## config.mk

```make
export PLATFORM = sky130hd
export DESIGN_NAME = tail_light_sequencer
export DESIGN_NICKNAME = d
export VERILOG_FILES = /design/src/rtl/tail_light_sequencer_pkg.sv /design/src/rtl/tail_light_sequencer_duty_ramp.sv /design/src/rtl/tail_light_sequencer.sv
export SDC_FILE = /design/constraint.sdc
export NUM_CORES = 1
export LEC_CHECK = 0
export CAP_MARGIN = 10
export CELL_PAD_IN_SITES_DETAIL_PLACEMENT = 1
export CELL_PAD_IN_SITES_GLOBAL_PLACEMENT = 2
export CORE_UTILIZATION = 37
export CTS_CLUSTER_DIAMETER = 120
export DETAILED_ROUTE_END_ITERATION = 10
export GPL_ROUTABILITY_DRIVEN = 1
export PLACE_DENSITY_LB_ADDON = 0.2
export SKIP_CTS_REPAIR_TIMING = 1
export SLEW_MARGIN = 20
export SYNTH_ARGS = -nofsm -noshare
export SYNTH_HDL_FRONTEND = slang
export SYNTH_SLANG_ARGS = --single-unit
```

## constraint.sdc

```tcl
create_clock -name clk -period 6.74 [get_ports clk]
set_clock_uncertainty 0.05 [all_clocks]
set_input_delay 1.348 -clock clk [delete_from_list [all_inputs] [get_ports clk]]
set_output_delay 1.348 -clock clk [all_outputs]
set_load 0.03 [all_outputs]
```

## src/rtl/tail_light_sequencer_pkg.sv

```systemverilog
// rtl/tail_light_sequencer_pkg.sv - shared types and defaults for the tail light sequencer
package tail_light_sequencer_pkg;

  typedef enum logic [2:0] {
    ST_IDLE,
    ST_L1,
    ST_L2,
    ST_L3,
    ST_R1,
    ST_R2,
    ST_R3,
    ST_HAZ
  } state_t;

  // Bit 0 is the inner lamp (a), bit 2 the outer lamp (c).
  typedef logic [2:0] lamp_mask_t;

  localparam logic [7:0] DIM_DUTY_DEFAULT  = 8'd32;
  localparam logic [7:0] FULL_DUTY_DEFAULT = 8'd255;

  // Left-side lamps lit in a given state.
  function automatic lamp_mask_t left_mask(input state_t s);
    case (s)
      ST_L1:   return 3'b001;
      ST_L2:   return 3'b011;
      ST_L3:   return 3'b111;
      ST_HAZ:  return 3'b111;
      default: return 3'b000;
    endcase
  endfunction

  // Right-side lamps lit in a given state.
  function automatic lamp_mask_t right_mask(input state_t s);
    case (s)
      ST_R1:   return 3'b001;
      ST_R2:   return 3'b011;
      ST_R3:   return 3'b111;
      ST_HAZ:  return 3'b111;
      default: return 3'b000;
    endcase
  endfunction

endpackage

```

## src/rtl/tail_light_sequencer_duty_ramp.sv

```systemverilog
// rtl/tail_light_sequencer_duty_ramp.sv - saturating duty ramp for one lamp
module duty_ramp #(
  parameter logic [7:0] FADE_STEP = 8'd8
) (
  input  logic       clk,
  input  logic       rst_n,
  input  logic       fade_tick,
  input  logic [7:0] target,
  output logic [7:0] duty
);

  logic [7:0] gap;

  // Distance to target; the subtraction order keeps it non-negative.
  always_comb begin
    gap = (target >= duty) ? (target - duty) : (duty - target);
  end

  // Step toward target on each fade tick; land exactly when within one step.
  always_ff @(posedge clk or negedge rst_n) begin
    if (!rst_n) begin
      duty <= 8'd0;
    end else if (fade_tick) begin
      if (gap <= FADE_STEP) begin
        duty <= target;
      end else if (target > duty) begin
        duty <= duty + FADE_STEP;
      end else begin
        duty <= duty - FADE_STEP;
      end
    end
  end

endmodule

```

## src/rtl/tail_light_sequencer.sv

```systemverilog
// rtl/tail_light_sequencer.sv - sequential turn/hazard tail light controller with fading
module tail_light_sequencer
  import tail_light_sequencer_pkg::*;
#(
  parameter logic [23:0] TICK_DIV  = 24'd6000000,
  parameter logic [15:0] FADE_DIV  = 16'd20000,
  parameter logic [7:0]  FADE_STEP = 8'd8,
  parameter logic [7:0]  DIM_DUTY  = DIM_DUTY_DEFAULT,
  parameter logic [7:0]  FULL_DUTY = FULL_DUTY_DEFAULT
) (
  input  logic       clk,
  input  logic       rst_n,
  input  logic       left,
  input  logic       right,
  input  logic       hazard,
  output logic [7:0] duty_la,
  output logic [7:0] duty_lb,
  output logic [7:0] duty_lc,
  output logic [7:0] duty_ra,
  output logic [7:0] duty_rb,
  output logic [7:0] duty_rc,
  output logic       busy
);

  state_t      state_q;
  state_t      state_d;
  logic [23:0] step_cnt;
  logic [15:0] fade_cnt;
  logic        step_tick;
  logic        fade_tick;
  logic        idle_exit;
  logic [5:0]  lit;
  logic [7:0]  duty [6];

  assign step_tick = (step_cnt == TICK_DIV - 24'd1);
  assign fade_tick = (fade_cnt == FADE_DIV - 16'd1);
  assign idle_exit = (state_q == ST_IDLE) && (state_d != ST_IDLE);

  // Step prescaler; restarted on leaving IDLE so every step lasts TICK_DIV cycles.
  always_ff @(posedge clk or negedge rst_n) begin
    if (!rst_n) begin
      step_cnt <= 24'd0;
    end else if (idle_exit || step_tick) begin
      step_cnt <= 24'd0;
    end else begin
      step_cnt <= step_cnt + 24'd1;
    end
  end

  // Free-running fade prescaler.
  always_ff @(posedge clk or negedge rst_n) begin
    if (!rst_n) begin
      fade_cnt <= 16'd0;
    end else if (fade_tick) begin
      fade_cnt <= 16'd0;
    end else begin
      fade_cnt <= fade_cnt + 16'd1;
    end
  end

  // Next state: requests are only sampled in IDLE; sequences always run to completion.
  always_comb begin
    state_d = state_q;
    case (state_q)
      ST_IDLE: begin
        if (hazard || (left && right)) state_d = ST_HAZ;
        else if (left)                 state_d = ST_L1;
        else if (right)                state_d = ST_R1;
      end
      ST_L1:   if (step_tick) state_d = ST_L2;
      ST_L2:   if (step_tick) state_d = ST_L3;
      ST_L3:   if (step_tick) state_d = ST_IDLE;
      ST_R1:   if (step_tick) state_d = ST_R2;
      ST_R2:   if (step_tick) state_d = ST_R3;
      ST_R3:   if (step_tick) state_d = ST_IDLE;
      ST_HAZ:  if (step_tick) state_d = ST_IDLE;
      default: state_d = ST_IDLE;
    endcase
  end

  // State register with busy tracking the new state on the same edge.
  always_ff @(posedge clk or negedge rst_n) begin
    if (!rst_n) begin
      state_q <= ST_IDLE;
      busy    <= 1'b0;
    end else begin
      state_q <= state_d;
      busy    <= (state_d != ST_IDLE);
    end
  end

  // Lamp pattern of the current state: bits 2:0 left, 5:3 right.
  always_comb begin
    lit = {right_mask(state_q), left_mask(state_q)};
  end

  genvar i;
  for (i = 0; i < 6; i++) begin : g_lamp
    duty_ramp #(
      .FADE_STEP(FADE_STEP)
    ) u_ramp (
      .clk       (clk),
      .rst_n     (rst_n),
      .fade_tick (fade_tick),
      .target    (lit[i] ? FULL_DUTY : DIM_DUTY),
      .duty      (duty[i])
    );
  end

  assign duty_la = duty[0];
  assign duty_lb = duty[1];
  assign duty_lc = duty[2];
  assign duty_ra = duty[3];
  assign duty_rb = duty[4];
  assign duty_rc = duty[5];

endmodule

```

Word level (Yosys, flattened, before mapping)

Cells that the tools add are included.

Bits in registers: 92
Bits of input ports: 5
Output and inout port bits: 49
Word-level logic and storage cells: 109

Add/subtract/negate cells: 26
Order comparisons: 18
Equality and inequality tests: 9
Mux-type cells: 37
Reduce and logical (&&, ||, !) cells: 9

Operator list:

| cell                  | count |
|---|---|
| $mux 8                | 24 |
| $sub 8x8->8           | 12 |
| $add 8x4->8 const B   | 6 |
| $ge 8x8->1            | 6 |
| $gt 8x8->1            | 6 |
| $le 8x4->1 const B    | 6 |
| $sub 8x4->8 const B   | 6 |
| $add 24x1->24 const B | 1 |
| $eq 24x23->1 const B  | 1 |
| $mux 24               | 1 |
| $mux 3                | 8 |
| $pmux 3 s3            | 2 |
| $pmux 3 s6            | 1 |
| $add 16x1->16 const B | 1 |
| $eq 16x15->1 const B  | 1 |
| $mux 16               | 1 |
| $eq 3x3->1 const B    | 4 |
| $eq 3x2->1 const B    | 2 |
| $reduce_or 2->1       | 2 |
| $eq 3x1->1 const B    | 1 |
| $logic_not 3->1       | 1 |
| $reduce_bool 3->1     | 1 |
| $reduce_or 3->1       | 1 |
| $logic_and 1x1->1     | 2 |
| $logic_or 1x1->1      | 2 |

Logic depth before layout (Yosys ltp)

Gate-level depths: netlist of the first run.

Depth in word-level cells: 8
Depth in mapped cells: 18
Mapped depth without buffers: 18

By module

A second synthesis of the first run with hierarchy kept.

Cell total of the unflattened synthesis: 1103
Area, all modules: 9638.0 um2

Modules (own cells, without submodules):

| module                           | times used | cells each | area each (um2) |
|---|---|---|---|
| duty_ramp (g_lamp[1].u_ramp ...) | 4          | 150        | 1253.7 |
| duty_ramp (g_lamp[0].u_ramp ...) | 2          | 139        | 1207.4 |
| tail_light_sequencer             | 1          | 225        | 2208.4 |

Least setup slack after synthesis of the first run

Ideal clock, no wire load.

Kind: flip-flop to flip-flop
From: register state_q[2]
To: register g_lamp[0].u_ramp.duty[7]
Arrival: 4542 ps
Data required time: 6555 ps
Setup slack: 2013 ps
Stages on the path, launching flop included: 19
Path buffers: 0
Clock period less this slack: 4727 ps
Cell sequence: dfrtp_1 inv_1 o21ai_0 o21ai_0 ha_1 fa_1 nand2_1 a31oi_1 o21a_1 o22ai_1 inv_1 fa_1 inv_1 a21o_1 a21oi_1 xor2_1 and2_1 o21ai_0 o211ai_1

Cells in the longest elaborated chain, start to end: 8
Elaborated cells between the ends (all ways): 15
Those cells by class: add/sub (2); order compare (3); eq/ne (4); mux (5); reduce/logical (1)

Ends and longest elaborated chain:

| element                                   | RTL line                             | RTL |
|---|---|---|
| from (decl)                               | tail_light_sequencer.sv:25           | `state_t state_q;` |
| from (signal assigned)                    | tail_light_sequencer.sv:87           | `state_q <= state_d;` |
| $eq 3x3->1 or $eq 3x2->1 (tied branches)  | tail_light_sequencer_pkg.sv:23       | `case (s)` |
| $reduce_or 2->1 (no line)                 | -                                    |  |
| $pmux 3 s3 *                              | tail_light_sequencer_pkg.sv:23       |  |
| $mux 8 *                                  | tail_light_sequencer.sv:105          | `.target (lit[i] ? FULL_DUTY : DIM_DUTY),` |
| $sub 8x8->8 or $ge 8x8->1 (tied branches) | tail_light_sequencer_duty_ramp.sv:16 | `gap = (target >= duty) ? (target - duty) : (duty - target);` |
| $mux 8                                    | tail_light_sequencer_duty_ramp.sv:16 |  |
| $le 8x4->1                                | tail_light_sequencer_duty_ramp.sv:24 | `if (gap <= FADE_STEP) begin` |
| $mux 8 *                                  | tail_light_sequencer_duty_ramp.sv:24 |  |
| to (signal assigned)                      | tail_light_sequencer_duty_ramp.sv:25 | `duty <= target;` |
| to (signal assigned)                      | tail_light_sequencer_duty_ramp.sv:27 | `duty <= duty + FADE_STEP;` |
| to (signal assigned)                      | tail_light_sequencer_duty_ramp.sv:29 | `duty <= duty - FADE_STEP;` |
| to (decl)                                 | tail_light_sequencer_duty_ramp.sv:9  | `output logic [7:0] duty` |

Mark *: on every way between the ends. The rest lies on a longest branch, timed or not.
A chain may end at the register's enable or synchronous reset.

Worst setup path after layout of the first run

Ends and elaborated chain as after synthesis.

==> out/metrics.cfg, run 1 <==
[place]
io_buffers=53
placedInstanceArea_um2=8400
dp_cells=1202
place.gp.congestion=0.801
place_hpwl_mm=14.5
dp_slack_ns=1.56

[clock_tree]
cts_tree=built
clockRootBuffer=clkbuf_16
cts_made_buffers=9
clk_path_buf_depth=2
path_clk_slew_ns=0.06
htreeDepth=3
clk_latency_ns=0.34
clock_sinks=80

[yosys]
synthCells=913
ys_seq_area_frac=0.260
yosysWarnings=0
synth.avg_cell_area_um2=8.43
ys_seq_elements=80
ys.flop_type=dfrtp_1
yosysUniqueCellTypes=75
syn_area_um2=7690
async_flop_share=1.00
synth_nets=1024
synth_edf_count=0

[sta]
hold_viol_final=0
tns_ns=0
worst_slew_pin_slew_ns=0.910
rsz0062_at_grt=no
whs_ns=0.430
finalSetupViolCount=0
max_freq_ghz=0.203
period_needed_ns=4.93
post-route-period-util=0.732
relSlewSlack=0.385
setup_ws_ns=1.81
maxSlewViolCount=0

[grt]
grt_pass1_vias=6514
antenna_found_initial=0
grt_max_degree=63
grt.total_usage=0.190
grt_overflow=0
grt_pass1_wl_mm=33.4

[worst_setup_path]
critPathMaxFanout=19
required_ns=6.90
critPathLaunchType=register
reg2reg_to=g_lamp[0].u_ramp.duty[7]$_DFFE_PN0N_
ff2ff_setup_slack_ns=1.81
r2r_cells=19
cp.arrival_ns=5.09
endpoint_kind=register
endpoint=g_lamp[0].u_ramp.duty[7]$_DFFE_PN0N_
cp-startpoint=state_q[2]$_DFF_PN0_
worstSetupPathType=register to register
rr_startpoint=state_q[2]$_DFF_PN0_

[power_and_ir_drop]
p_int_mw=0.837
switching_share=0.255
power_switching_mw=0.286
share_comb_of_total_power=0.113
p_clk_frac=0.458
power.leakage_nw=3.94
finalPower_mw=1.12
peakVddDrop_uv=140
pwr-share-seq=0.429
p_per_area_nw_per_um2=129

[layout]
layout-drive-gt1-share=0.0380
fill_cells=2424
layout_common_cells=89 x ha_1, 88 x nor2_1, 83 x inv_1
antenna_cells=0
final_area_um2=8710
layout_commonest_cell=ha_1
nets=1054
areaGrowthSynthToFinish_pct=13.3
fin_util=0.429
fin_cells=1218

[detailed_routing]
antenna_left=0
routed_wirelength_mm=19.2
drt-wirelength-per-cell_um=15.8
dr.pass1.iters=4
drc=0
drt_iter0_markers=276
vias=6528
viasPerCell=5.36

[floorplan]
dieArea_um2=21400
pin_count=54
initial_utilization=0.379
core_area_um2=20300
die_w_um=146
dieHeight_um=146
placementRows=52

[min_path]
hold_class=register to register

[run]
maxCapViolCount=0

[status]
status=complete, no violations

==> flip-flops by register name (all words and copies together) (netlist names) <==
signal,cells
busy,1
fade_cnt,16
g_lamp.u_ramp.duty,36
state_q,3
step_cnt,24
==> power by group through the flow <==
stage                     Combinational (mW)  Sequential [mW]  Clock [mW]
after floorplan                       0.0901            0.490           0
after global placement                 0.127            0.491           0
after detailed placement               0.127            0.490           0
after CTS                              0.128            0.481       0.532
after global routing                   0.145            0.481       0.549
final                                  0.127            0.482       0.515
==> synthesized netlist by cell type, drive strengths merged, types with 3 or more instances <==
library cell	count	area share
a2111oi	3	0.0036
a21o	19	0.019
a21oi	58	0.038
a221o	5	0.0065
a22oi	4	0.0046
a31oi	15	0.014
and2	4	0.0033
and3	9	0.0073
buf	22	0.019
clkbuf	16	0.0080
dfrtp	80	0.26
fa	17	0.044
ha	89	0.14
inv	83	0.040
mux2i	10	0.013
nand2	61	0.030
nand2b	19	0.015
nand3	27	0.018
nand3b	3	0.0029
nand4	14	0.011
nand4b	4	0.0046
nor2	88	0.043
nor2b	18	0.015
nor3	22	0.014
nor3b	4	0.0039
nor4	10	0.0089
o211ai	12	0.012
o21a	6	0.0059
o21ai	46	0.030
o221ai	3	0.0034
o22ai	3	0.0024
o2bb2ai	3	0.0034
o311ai	4	0.0046
o31ai	5	0.0049
or3	10	0.0081
or4	5	0.0059
xnor2	38	0.043
xor2	36	0.041
==> final cells by class <==
cell class	count	area, um2	share of cell area
Timing Repair Buffer	57	558	0.0640
Clock inverter	5	63.8	0.00732
Tap cell	270	338	0.0388
Sequential cell	80	2000	0.230
Multi-Input combinational cell	712	5190	0.595
Clock buffer	11	253	0.0290
Inverter	83	312	0.0358
==> routing by layer <==
| layer | vias to the layer above | wire (um) | track usage |
|---|---|---|---|
| met4 | 0 | 157 | 0.0359 |
| met2 | 71 | 8920 | 0.312 |
| li1 | 3250 | - | - |
| met5 | - | 0 | 0 |
| met1 | 3197 | 9640 | 0.267 |
| met3 | 10 | 475 | 0.0259 |
==> how the worst min path moves through the flow <==
| stage | from | end | slack (ns) | cells after the start |
|---|---|---|---|---|
| 3_3_place_gp | fade_cnt[15]$_DFF_PN0_ | fade_cnt[15]$_DFF_PN0_ | 0.42 | 1 |
| 2_1_floorplan | fade_cnt[15]$_DFF_PN0_ | fade_cnt[15]$_DFF_PN0_ | 0.40 | 1 |
| 6_report | fade_cnt[15]$_DFF_PN0_ | fade_cnt[15]$_DFF_PN0_ | 0.43 | 1 |
| 4_1_cts | fade_cnt[15]$_DFF_PN0_ | fade_cnt[15]$_DFF_PN0_ | 0.43 | 1 |
| 3_5_place_dp | fade_cnt[15]$_DFF_PN0_ | fade_cnt[15]$_DFF_PN0_ | 0.42 | 1 |
| 5_1_grt | fade_cnt[15]$_DFF_PN0_ | fade_cnt[15]$_DFF_PN0_ | 0.45 | 1 |
==> logic make-up after synthesis <==
| logic type | synth area share |
|---|---|
| and+or+nand+nor | 0.204 |
| xor gates and xnor gates | 0.0842 |
| adders and majority gates | 0.189 |
| DFF | 0.260 |
| buffers and inverters | 0.0673 |
| AOI/OAI and AO/OA | 0.180 |
| muxes | 0.0159 |
==> critical path, stage by stage, from the launching register on <==
cell and delay [ns]:
dfrtp_1 0.73, inv_1 0.31, o21ai_0 0.23, buf_4 0.21, o21ai_1 0.29, inv_1 0.37
ha_1 0.32, nand4b_1 0.17, a31oi_1 0.12, o21a_1 0.20, o22ai_1 0.40, inv_1 0.11
fa_1 0.42, inv_1 0.08, a21o_1 0.11, a21oi_1 0.07, xor2_1 0.15, and2_1 0.17
o21ai_0 0.17, o211ai_1 0.12
(Power assumes the default switching activity.)
==> run 2, diff against run 1 <==
clock period = 5 ns   (was 6.74 ns; I/O delays follow)
==> out/metrics.cfg, run 2 (synthesized netlist as in run 1, its figures left out) <==
[floorplan]
placementRows=52
initial_utilization=0.379
dieHeight_um=146
core_area_um2=20300
die_w_um=146
dieArea_um2=21400
pin_count=54

[detailed_routing]
routed_wirelength_mm=19.3
drt-wirelength-per-cell_um=15.8
antenna_left=0
vias=6475
viasPerCell=5.30
drt_iter0_markers=216
dr.pass1.iters=4
drc=0

[sta]
finalSetupViolCount=0
whs_ns=0.434
hold_viol_final=0
worst_slew_pin_slew_ns=0.934
tns_ns=0
relSlewSlack=0.373
max_freq_ghz=0.224
maxSlewViolCount=0
setup_ws_ns=0.537
rsz0062_at_grt=no
period_needed_ns=4.46
post-route-period-util=0.893

[worst_setup_path]
cp_common_cell=inv_1
reg2reg_to=g_lamp[5].u_ramp.duty[7]$_DFFE_PN0N_
r2r_cells=17
endpoint=g_lamp[5].u_ramp.duty[7]$_DFFE_PN0N_
endpoint_kind=register
crit_buf_inv=3
critPathLaunchType=register
critPathMaxStageDelay_ns=0.53
critPathMaxFanout=10
rr_startpoint=state_q[1]$_DFF_PN0_
crit_family=simple AND/OR/NAND/NOR gates
cp.arrival_ns=4.69
required_ns=5.22
worstSetupPathType=register to register
worst_path_max_delay_cell=o21ai_0
cp-startpoint=state_q[1]$_DFF_PN0_
ff2ff_setup_slack_ns=0.54
cp_num_cells=17
crit_chain=nand2_1 > inv_1 > ha_1 > fa_1 > nand2_1 > a31oi_2 > o21ai_1 > inv_1 > o21ai_0 > inv_1 > fa_1 > nor2b_1 > o21ai_0 > nand2b_1 > xnor2_1 > or4b_1 > nand4_1

[layout]
layout_common_cells=89 x ha_1, 88 x nor2_1, 83 x inv_1
fin_util=0.430
nets=1057
fill_cells=2451
multi_input_area_um2=5190
largest_reg_flops=36
registers.top_by_ff_count=g_lamp.u_ramp.duty
seqCellArea_um2=2000
areaGrowthSynthToFinish_pct=13.4
layout_commonest_cell=ha_1
antenna_cells=0
fin_cells=1221
reg_top3=g_lamp.u_ramp.duty (36), step_cnt (24), fade_cnt (16)
layout-drive-gt1-share=0.0410

[min_path]
hold_class=register to register

[run]
maxCapViolCount=0

[grt]
grt_overflow=0
grt_max_degree=51
grt_pass1_vias=6608
grt_pass1_wl_mm=33.1
grt.total_usage=0.188
antenna_found_initial=0

[power_and_ir_drop]
power.leakage_nw=3.95
peakVddDrop_uv=171
p_per_area_nw_per_um2=171

[clock_tree]
path_clk_slew_ns=0.07
clk_latency_ns=0.34
clk_path_buf_depth=2
clock_sinks=80
clockRootBuffer=clkbuf_16
cts_tree=built
htreeDepth=3
cts_made_buffers=9

[place]
place_hpwl_mm=14.7
place.gp.congestion=0.817
dp_slack_ns=0.516
io_buffers=53
dp_cells=1205

[status]
status=complete, no violations

run 2: cell types whose count changed in the layout (fill, tap and decap cells not counted), sizes merged:
cell	previous run	this run
buf	5	8
inv	84	86
clkbuf	11	9
clkinvlp	0	1
clkinv	3	2
run 2: where the power goes:
| part | switching, mW | internal, mW | total [mW] |
|---|---|---|---|
| Clock | 0.282 | 0.392 | 0.674 |
| Combinational | 0.109 | 0.0633 | 0.173 |
| Sequential | 0.00142 | 0.648 | 0.649 |
| Total | 0.393 | 1.10 | 1.50 |
run 2: worst min path at each step:
| stage | endpoint | cells past startpoint | start |
|---|---|---|---|
| 3_3_place_gp | fade_cnt[15]$_DFF_PN0_ | 1 | fade_cnt[15]$_DFF_PN0_ |
| 2_1_floorplan | fade_cnt[15]$_DFF_PN0_ | 1 | fade_cnt[15]$_DFF_PN0_ |
| 4_1_cts | step_cnt[0]$_DFF_PN0_ | 1 | step_cnt[0]$_DFF_PN0_ |
| 3_5_place_dp | step_cnt[0]$_DFF_PN0_ | 1 | step_cnt[0]$_DFF_PN0_ |
| 5_1_grt | step_cnt[0]$_DFF_PN0_ | 1 | step_cnt[0]$_DFF_PN0_ |
| 6_report | step_cnt[0]$_DFF_PN0_ | 1 | step_cnt[0]$_DFF_PN0_ |
run 2: cell type report:
class	count	share of cell area
clock buffers	9	0.0258
clock inverters	7	0.00889
inverters	83	0.0357
multi-input cells	712	0.595
flip-flops and latches	80	0.229
well taps	270	0.0387
repair buffers	60	0.0666
run 2: layer usage:
| layer | global-route usage | wire (um) | vias up |
|---|---|---|---|
| li1 | - | - | 3256 |
| met1 | 0.256 | 9570 | 3144 |
| met2 | 0.315 | 9100 | 58 |
| met3 | 0.0253 | 349 | 17 |
| met4 | 0.0427 | 227 | 0 |
| met5 | 0 | 0 | - |
run 2: stage by stage:
step,area (um2),power (mW)
finish,8720,1.50
global route,8720,1.57
CTS,8720,1.53
detailed placement,8420,0.835
global placement,8420,0.834
floorplan,7690,0.781
